**config.mk**
```make
export PLATFORM = sky130hd
export DESIGN_NAME = inst_refill_ctrl
export DESIGN_NICKNAME = d
export VERILOG_FILES = /design/src/rtl/cache_types.sv /design/src/rtl/line_assembler.sv /design/src/rtl/inst_refill_ctrl.sv
export SDC_FILE = /design/constraint.sdc
export NUM_CORES = 1
export LEC_CHECK = 0
export ABC_AREA = 1
export ABC_CLOCK_PERIOD_IN_PS = 7300
export CAP_MARGIN = 20
export CORE_MARGIN = 8
export CORE_UTILIZATION = 40
export DETAILED_ROUTE_END_ITERATION = 8
export PLACE_DENSITY_LB_ADDON = 0.05
export RECOVER_POWER = 50
export SLEW_MARGIN = 0
export SYNTH_ARGS = -nofsm -noshare
export SYNTH_HDL_FRONTEND = slang
export SYNTH_SLANG_ARGS = --single-unit
export TNS_END_PERCENT = 10
```
**constraint.sdc**
```tcl
create_clock -name clk -period 7.3 [get_ports clk]
set_input_delay 0.73 -clock clk [delete_from_list [all_inputs] [get_ports clk]]
set_output_delay 0.73 -clock clk [all_outputs]
set_load 0.01 [all_outputs]
```
**src/rtl/cache_types.sv**
```systemverilog
// Shared cache type definitions: tag-array line state plus the instruction
// refill controller's FSM encoding and sizing helper.
package cache_types;

  // Per-line state kept by the tag array.
  typedef enum logic [1:0] {
    LINE_INVALID,
    LINE_VALID,
    LINE_PENDING
  } state_t;

  typedef enum logic [1:0] {
    IDLE,
    REQ,
    FILL,
    WRITE
  } refill_state_t;

  // Beat counter width; a one-beat line still gets a 1-bit counter.
  function automatic int beat_cnt_w(input int line_w, input int beat_w);
    return (line_w / beat_w > 1) ? $clog2(line_w / beat_w) : 1;
  endfunction

endpackage

```
**src/rtl/line_assembler.sv**
```systemverilog
// Collects memory beats into a full cache line, one beat slot per write.
module line_assembler #(
  parameter int LINE_W = 256,
  parameter int BEAT_W = 64,
  parameter int SLOT_W = 2
) (
  input  logic              clk,
  input  logic              i_we,
  input  logic [SLOT_W-1:0] i_slot,
  input  logic [BEAT_W-1:0] i_beat,
  output logic [LINE_W-1:0] o_line
);

  logic [LINE_W-1:0] r_line;

  // NOTE: line storage is pure datapath and is fully overwritten before every
  // write-back, so it carries no reset.
  always_ff @(posedge clk) begin
    if (i_we) begin
      r_line[int'(i_slot) * BEAT_W +: BEAT_W] <= i_beat;
    end
  end

  assign o_line = r_line;

endmodule

```
**src/rtl/inst_refill_ctrl.sv**
```systemverilog
// Instruction cache refill controller: requests a line from memory, assembles
// its beats and writes it into the victim way, with flush-abandon support.
module inst_refill_ctrl
  import cache_types::*;
#(
  parameter int WAYS            = 4,
  parameter int TAG_SIZE        = 24,
  parameter int CACHE_LINE_SIZE = 256,
  parameter int BEAT_WIDTH      = 64
) (
  input  logic                       clk,
  input  logic                       rst,
  input  logic                       miss_valid,
  input  logic [31:0]                miss_addr,
  input  logic [$clog2(WAYS)-1:0]    victim_way,
  input  logic                       flush,
  input  logic                       mem_ready,
  input  logic                       mem_resp,
  input  logic [BEAT_WIDTH-1:0]      mem_rdata,
  output logic                       mem_read,
  output logic [31:0]                mem_addr,
  output logic                       busy,
  output logic                       cache_we_n,
  output logic [$clog2(WAYS)-1:0]    cache_way,
  output logic [TAG_SIZE-1:0]        cache_tag,
  output logic [CACHE_LINE_SIZE-1:0] cache_line,
  output logic                       refill_done
);

  localparam int BEATS = CACHE_LINE_SIZE / BEAT_WIDTH;
  localparam int CNT_W = beat_cnt_w(CACHE_LINE_SIZE, BEAT_WIDTH);
  localparam int WAY_W = $clog2(WAYS);

  refill_state_t    r_state;
  refill_state_t    w_next_state;
  logic [31:0]      r_addr;
  logic [WAY_W-1:0] r_way;
  logic [CNT_W-1:0] r_beat_cnt;
  logic             r_drop;
  logic             w_beat_we;
  logic             w_last_beat;

  assign w_beat_we   = (r_state == FILL) && mem_resp;
  assign w_last_beat = w_beat_we && (r_beat_cnt == CNT_W'(BEATS - 1));

  // NOTE: sequential state uses non-blocking assignments so every register
  // samples pre-edge values regardless of statement order.
  always_ff @(posedge clk) begin
    if (rst) begin
      r_state    <= IDLE;
      r_beat_cnt <= '0;
      r_drop     <= 1'b0;
    end else begin
      r_state <= w_next_state;
      if (w_beat_we) begin
        r_beat_cnt <= w_last_beat ? '0 : r_beat_cnt + 1'b1;
      end
      // A flush once the request is accepted cannot cancel the burst, only its write-back.
      if (flush && (r_state == FILL || (r_state == REQ && mem_ready))) begin
        r_drop <= 1'b1;
      end else if (r_state == IDLE) begin
        r_drop <= 1'b0;
      end
    end
  end

  always_ff @(posedge clk) begin
    if (r_state == IDLE && miss_valid) begin
      r_addr <= miss_addr;
      r_way  <= victim_way;
    end
  end

  // NOTE: every always_comb output gets a default first so no path leaves it
  // unassigned and infers a latch.
  always_comb begin
    w_next_state = r_state;
    mem_read     = 1'b0;
    busy         = 1'b1;
    cache_we_n   = 1'b1;
    refill_done  = 1'b0;
    case (r_state)
      IDLE: begin
        busy = 1'b0;
        if (miss_valid) w_next_state = REQ;
      end
      REQ: begin
        mem_read = 1'b1;
        if (mem_ready)  w_next_state = FILL;
        else if (flush) w_next_state = IDLE;
      end
      FILL: begin
        if (w_last_beat) w_next_state = (r_drop || flush) ? IDLE : WRITE;
      end
      WRITE: begin
        cache_we_n   = 1'b0;
        refill_done  = 1'b1;
        w_next_state = IDLE;
      end
      default: w_next_state = IDLE;
    endcase
  end

  line_assembler #(
    .LINE_W (CACHE_LINE_SIZE),
    .BEAT_W (BEAT_WIDTH),
    .SLOT_W (CNT_W)
  ) u_line_assembler (
    .clk    (clk),
    .i_we   (w_beat_we),
    .i_slot (r_beat_cnt),
    .i_beat (mem_rdata),
    .o_line (cache_line)
  );

  assign mem_addr  = r_addr;
  assign cache_way = r_way;
  assign cache_tag = r_addr[31 -: TAG_SIZE];

endmodule

```
==> results of run 1 <==
-- area by class of cell --
| class | count | area, sq um |
|---|---|---|
| Fill cell | 2251 | 11150 |
| Timing Repair Buffer | 431 | 4289 |
| Antenna cell | 2 | 5.005 |
| Clock buffer | 44 | 909.6 |
| Clock inverter | 12 | 61.31 |
| Tap cell | 378 | 473.0 |
| Multi-Input combinational cell | 366 | 1560 |
| Sequential cell | 295 | 8808 |
| Inverter | 80 | 300.3 |
-- cells in the mapped netlist (all sizes together), types with 4 or more instances --
master,count
dfxtp,5
edfxtp,290
nor2,209
buf,54
o21ai,4
nor3,64
clkbuf,6
nand2,77
a21oi,5
ha,5
inv,80
-- stage by stage --
stage	area, sq um	power, mW	std cells	setup slack, ns
after global placement	15470	2.671	1550	3.924
after global routing	16410	4.273	1608	2.592
after CTS	16440	4.199	1606	4.269
after detailed placement	15470	2.680	1550	3.903
final	16410	4.113	1608	3.027
after floorplan	11090	2.379	801	3.250
-- per-layer routing --
| metal | GRT usage | vias up | part of all wire |
|---|---|---|---|
| li1 | - | 3501 | - |
| met5 | 0 | - | 0 |
| met1 | 0.2212 | 3608 | 0.37 |
| met3 | 0.06960 | 66 | 0.098 |
| met4 | 0.07675 | 0 | 0.037 |
| met2 | 0.3427 | 321 | 0.50 |
-- path summary, 6_finish.rpt --
| path | slack (ns) | cells after the start | end | from |
|---|---|---|---|---|
| hold reg to reg | 0.47 | 2 | r_drop | r_drop |
| setup reg to reg | 3.03 | 4 | u_line_assembler.o_line[202] | r_beat_cnt[0] |
| setup / recovery | 3.03 | 4 | u_line_assembler.o_line[202] | r_beat_cnt[0] |
| hold / removal | 0.47 | 2 | r_drop | r_drop |
-- cell usage in the layout, fill, tap and decap left out, drive strengths merged, types with 9 or more instances in the layout --
cell type	instances
buf	10
clkbuf	44
clkdlybuf4s50	69
clkinv	9
dlygate4sd3	352
edfxtp	290
inv	82
nand2	77
nor2	209
nor3	64
-- flip-flops by register name, summed over array words and instances (netlist names) --
register	cells
u_line_assembler.o_line	256
mem_addr	32
cache_way	2
r_beat_cnt	2
r_state	2
r_drop	1
-- kinds of logic (layout without fill, tap and decap cells) --
family	after synthesis	count (layout)	share of synthesized area
buf+inv	140	567	0.06577
compound gates	9	9	0.004061
simple gates	352	352	0.1303
other cells	0	2	0
flops	295	295	0.7942
fa+ha+maj	5	5	0.005641
-- tightest hold or removal path: cells and delay by family, from the launching register on --
kind / cells / cell delay [ns]
flip-flops: 1 / 0.31
AND/OR/NAND/NOR: 1 / 0.06
AO/OA/AOI/OAI: 1 / 0.05
-- power by group --
group          leakage [nW]  switching, mW  internal (mW)
Combinational          2.27          0.355          0.229
Sequential             2.43         0.0283           1.98
Clock                 0.470          0.646          0.875
==> metrics.yaml, run 1 <==
placed_design:
  hpwl_microns: 24460
  place_congestion: 0.7748
  portBuffers: 421
clocking:
  numCtsBuffers: 34
  max-clock-path-buffers: 3
  cts_resized: 0
  cts_hold_buf: 0
  htreeDepth: 2
  clock_latency_ns: 0.50
  cts_setup_buffers: 0
  cts.sinks: 295
  cts_tree: "built"
  cts.clk_slew.worst_paths_ns: 0.06
  cts-root-buf: "clkbuf_16"
die:
  start_util: 0.4025
  ioPinCount: 422
  die-width_microns: 182.5
  rows: 61
  core_area_sq_um: 27550
  die-area_sq_um: 33310
  fp.dieH_microns: 182.5
routing:
  vias: 7496
  final_antenna_net_count: 0
  drt-initial-drc-count: 441
  drc: 0
  post_drt_wl_per_cell_microns: 21.17
  viasPerCell: 4.662
  routed_wl_microns: 34040
  dr.pass1.iters: 5
yosys:
  synth_async_sr_flop_share: 0
  syn_area_sq_um: 11090
  synth_cell_types: 20
  ys.flop_type: "edfxtp_1"
  synthCells: 801
  yosys.area.top_type: "edfxtp_1"
  avgSynthCellArea_sq_um: 13.85
  syn-num-nets: 910
  yosysWarningCount: 0
  yosysSeqAreaShare: 0.7942
  synth_area_leaders: "edfxtp_1, nor2_1, nor3_1, inv_1, nand2_1"
  synth_top_area_frac: 0.7852
  yosys_register_bits: 295
  synth_edf_count: 290
timing:
  slew_viol_final: 117
  finalSetupViolCount: 0
  finalCriticalPeriod_ns: 4.273
  period_share: 0.5853
  rsz0062_at_grt: "no"
  slew-limit-headroom: -1.008
  fmax_mhz: 234.0
  finalSetupTns_ns: 0
  fin_skew_ns: 0.01030
  worst_slew_pin_slew_ns: 3.001
  holdWs_ns: 0.4682
  finalHoldViolations: 0
global_routing:
  grt_max_degree: 42
  antenna_found_initial: 2
  grt.overflow.total: 0
  grt_pass1_vias: 7655
  grt_pass1_wl_microns: 49270
  gr-usage-all-layers: 0.1981
critical_path:
  slowest_delay_ns: 2.09
  path_max_fanout: 34
  crit_type: "reg -> reg"
  crit_path_end_kind: "register"
  path_delay_family: "simple AND/OR/NAND/NOR gates"
  path_cells: "ha_1 -> inv_1 -> nor2_1 -> buf_4"
  critPathArrivalTime_ns: 4.40
  cp_slowest_cell: "nor2_1"
  critPathBufInv: 2
  crit_path_start_kind: "register"
  cp_data_required_time_ns: 7.43
power_and_ir_drop:
  ir_drop_uv: 167.8
  leakage_nw: 5.172
  power_density_nw_per_um2: 250.7
worst_hold_path:
  hold_path_class: "reg -> reg"
flow_run:
  drv_cap: 4
finish:
  nets: 1317
  drive_above_1_share: 0.04967
  synthToLayoutAreaGrowth_pct: 47.94
  final_core_util: 0.5955
run_status:
  violations: "max-capacitance violations, max-slew violations"
  status: "complete, but fails checks"
Power figures use the tool's default switching activity.
==> run 2: changes to the inputs <==
Settings changed: ABC_CLOCK_PERIOD_IN_PS 7300 to 3800.
Clock period 7.3 ns to 3.8 ns, I/O delays scaled along.
==> run 2 against run 1 <==
The flow still finishes with violations (max-capacitance violations, max-slew violations). Critical path depth rose by 1. Non-clock buffer count rose by 8. Highest routed layer is now met5. Sequential share of layout area fell by 0.93 points. Die area did not move. Register-to-register slack got worse by 2.1 ns. Clock skew rose by 0.0019 ns. Largest cell class unchanged. Power rose by 100%. Sequential power rose by 92%.
==> metrics.yaml, run 2 (synthesis results as in run 1) <==
die:
  rows: 61  # unchanged
  die-area_sq_um: 33310  # unchanged
  die-width_microns: 182.5  # unchanged
  core_area_sq_um: 27550  # unchanged
  start_util: 0.4025  # unchanged
  fp.dieH_microns: 182.5  # unchanged
  ioPinCount: 422  # unchanged
finish:
  stdcell_area_sq_um: 16700  # +1.8%
  largest_reg_flops: 256  # unchanged
  num_antenna_cells: 0  # -2
  fillCellCount: 2206  # -2.0%
  layout_common_cells: "dlygate4sd3_1, edfxtp_1, nor2_1, inv_1, nand2_1"
  final_cells: 1617  # +0.56%
  final_common_cell: "dlygate4sd3_1"
  nets: 1325  # +0.61%
  synthToLayoutAreaGrowth_pct: 50.54
  drive_above_1_share: 0.06618  # +0.01651
power_and_ir_drop:
  ir_drop_uv: 453.1  # +170%
  leakage_nw: 5.314  # +2.8%
  p_total_mw: 8.401  # +100%
  power_density_nw_per_um2: 503.2  # +100%
routing:
  final_antenna_net_count: 0  # unchanged
  drc: 0  # unchanged
  viasPerCell: 4.677  # +0.32%
  drt-initial-drc-count: 407  # -7.7%
  dr.pass1.iters: 5  # unchanged
  routed_wl_microns: 34290  # +0.74%
  post_drt_wl_per_cell_microns: 21.21  # +0.18%
  vias: 7562  # +0.88%
timing:
  finalSetupTns_ns: 0  # unchanged
  slew_viol_final: 86  # -26%
  final.setup.worst_slack_ns: 0.8821  # -2.145 ns
  finalHoldViolations: 0  # unchanged
  worst_slew_pin_slew_ns: 1.833  # -1.168 ns
  slew-limit-headroom: -0.2220  # +0.7860
  finalSetupViolCount: 0  # unchanged
  finalCriticalPeriod_ns: 2.918  # -1.355 ns
  fin_skew_ns: 0.01223  # +0.001927 ns
  period_share: 0.7679  # +0.1826
  rsz0062_at_grt: "no"
  fmax_mhz: 342.7  # +46%
run_status:
  violations: "max-capacitance violations, max-slew violations"
  status: "complete, but fails checks"
worst_hold_path:
  holdPathEnd: "r_drop"
  whs_path_depth: 2  # unchanged
  hold_path_startpoint: "r_drop"
  hold_path_class: "reg -> reg"
placed_design:
  portBuffers: 421  # unchanged
  hpwl_microns: 24710  # +1.0%
  place_inst: 1558  # +0.52%
  dpl_cell_area_sq_um: 15540  # +0.47%
  place_congestion: 0.7925  # +2.3%
  place_ws_ns: 1.301  # -2.602 ns
clocking:
  cts_hold_buf: 0  # unchanged
  htreeDepth: 2  # unchanged
  max-clock-path-buffers: 3  # unchanged
  cts_resized: 0  # unchanged
  numCtsBuffers: 34  # unchanged
  cts_setup_buffers: 0  # unchanged
  cts.clk_slew.worst_paths_ns: 0.06  # about the same
  cts_tree: "built"
  cts-root-buf: "clkbuf_16"
  cts.sinks: 295  # unchanged
  clock_latency_ns: 0.50  # about the same
critical_path:
  crit_path_end_kind: "register"
  cp_slowest_cell: "clkbuf_1"
  critPathArrivalTime_ns: 3.00  # -1.40 ns
  cp_data_required_time_ns: 3.88  # -3.55 ns
  r2r-start: "r_state[1]"
  r2r-end: "u_line_assembler.o_line[130]"
  crit_type: "reg -> reg"
  slowest_delay_ns: 1.33  # -0.76 ns
  r2r_slack_ns: 0.88  # -2.15 ns
  path_cells: "inv_1 -> nor2_1 -> nand2_1 -> nor2_4 -> clkbuf_1"
  path_max_fanout: 28  # -18%
  rr_worst_depth: 5  # +1
  crit_path_start_kind: "register"
global_routing:
  grt.overflow.total: 0  # unchanged
  grt_max_degree: 44  # +4.8%
  gr-usage-all-layers: 0.1996  # +0.001553
  grt_pass1_wl_microns: 49820  # +1.1%
  antenna_found_initial: 1  # -1
  grt_pass1_vias: 7662  # +0.091%
flow_run:
  drv_cap: 3  # -1
## run 2: area by class of cell
class                           count  area (sq um)  share of cell area
Clock buffer                       41         940.9             0.05635
Clock inverter                     18         234.0             0.01401
Inverter                           80         300.3             0.01799
Multi-Input combinational cell    366          1585             0.09495
Sequential cell                   295          8808              0.5276
Tap cell                          378         473.0             0.02833
Timing Repair Buffer              439          4354              0.2608
## run 2: worst max-delay path, delay by kind of cell, from the launching register on
family                 cells  cell delay [ns]
buffers and inverters      2             1.39
and+or+nand+nor            3             0.74
DFF                        1             0.36
## run 2: worst max path at each step
stage / start / slack (ns) / endpoint
after floorplan: r_state[1] / -0.08 / u_line_assembler.o_line[0]
after global placement: mem_resp / 1.37 / u_line_assembler.o_line[74]
after detailed placement: mem_resp / 1.30 / u_line_assembler.o_line[72]
after CTS: r_beat_cnt[1] / 1.39 / u_line_assembler.o_line[140]
after global routing: r_state[1] / 0.65 / u_line_assembler.o_line[134]
final: r_state[1] / 0.88 / u_line_assembler.o_line[130]
## run 2: per-layer routing
metal | wire [microns] | track usage
met1 | 12770 | 0.2309
met2 | 16940 | 0.3425
met3 | 3374 | 0.06343
met4 | 1196 | 0.07412
met5 | 10 | 0
## run 2: stage by stage
stage / utilization / hold slack (ns)
floorplan: - / 0.4397
global placement: 0.5640 / 0.4589
detailed placement: 0.5640 / 0.4675
CTS: 0.6066 / 0.4068
global route: 0.6060 / 0.4783
finish: 0.6060 / 0.4848
## run 2: where the power goes
group | internal (mW) | total, mW | leakage [nW] | switching (mW)
Clock | 2.16 | 3.41 | 0.581 | 1.25
Sequential | 3.80 | 3.85 | 2.43 | 0.0481
Combinational | 0.451 | 1.15 | 2.30 | 0.696
Total | 6.41 | 8.40 | 5.31 | 1.99
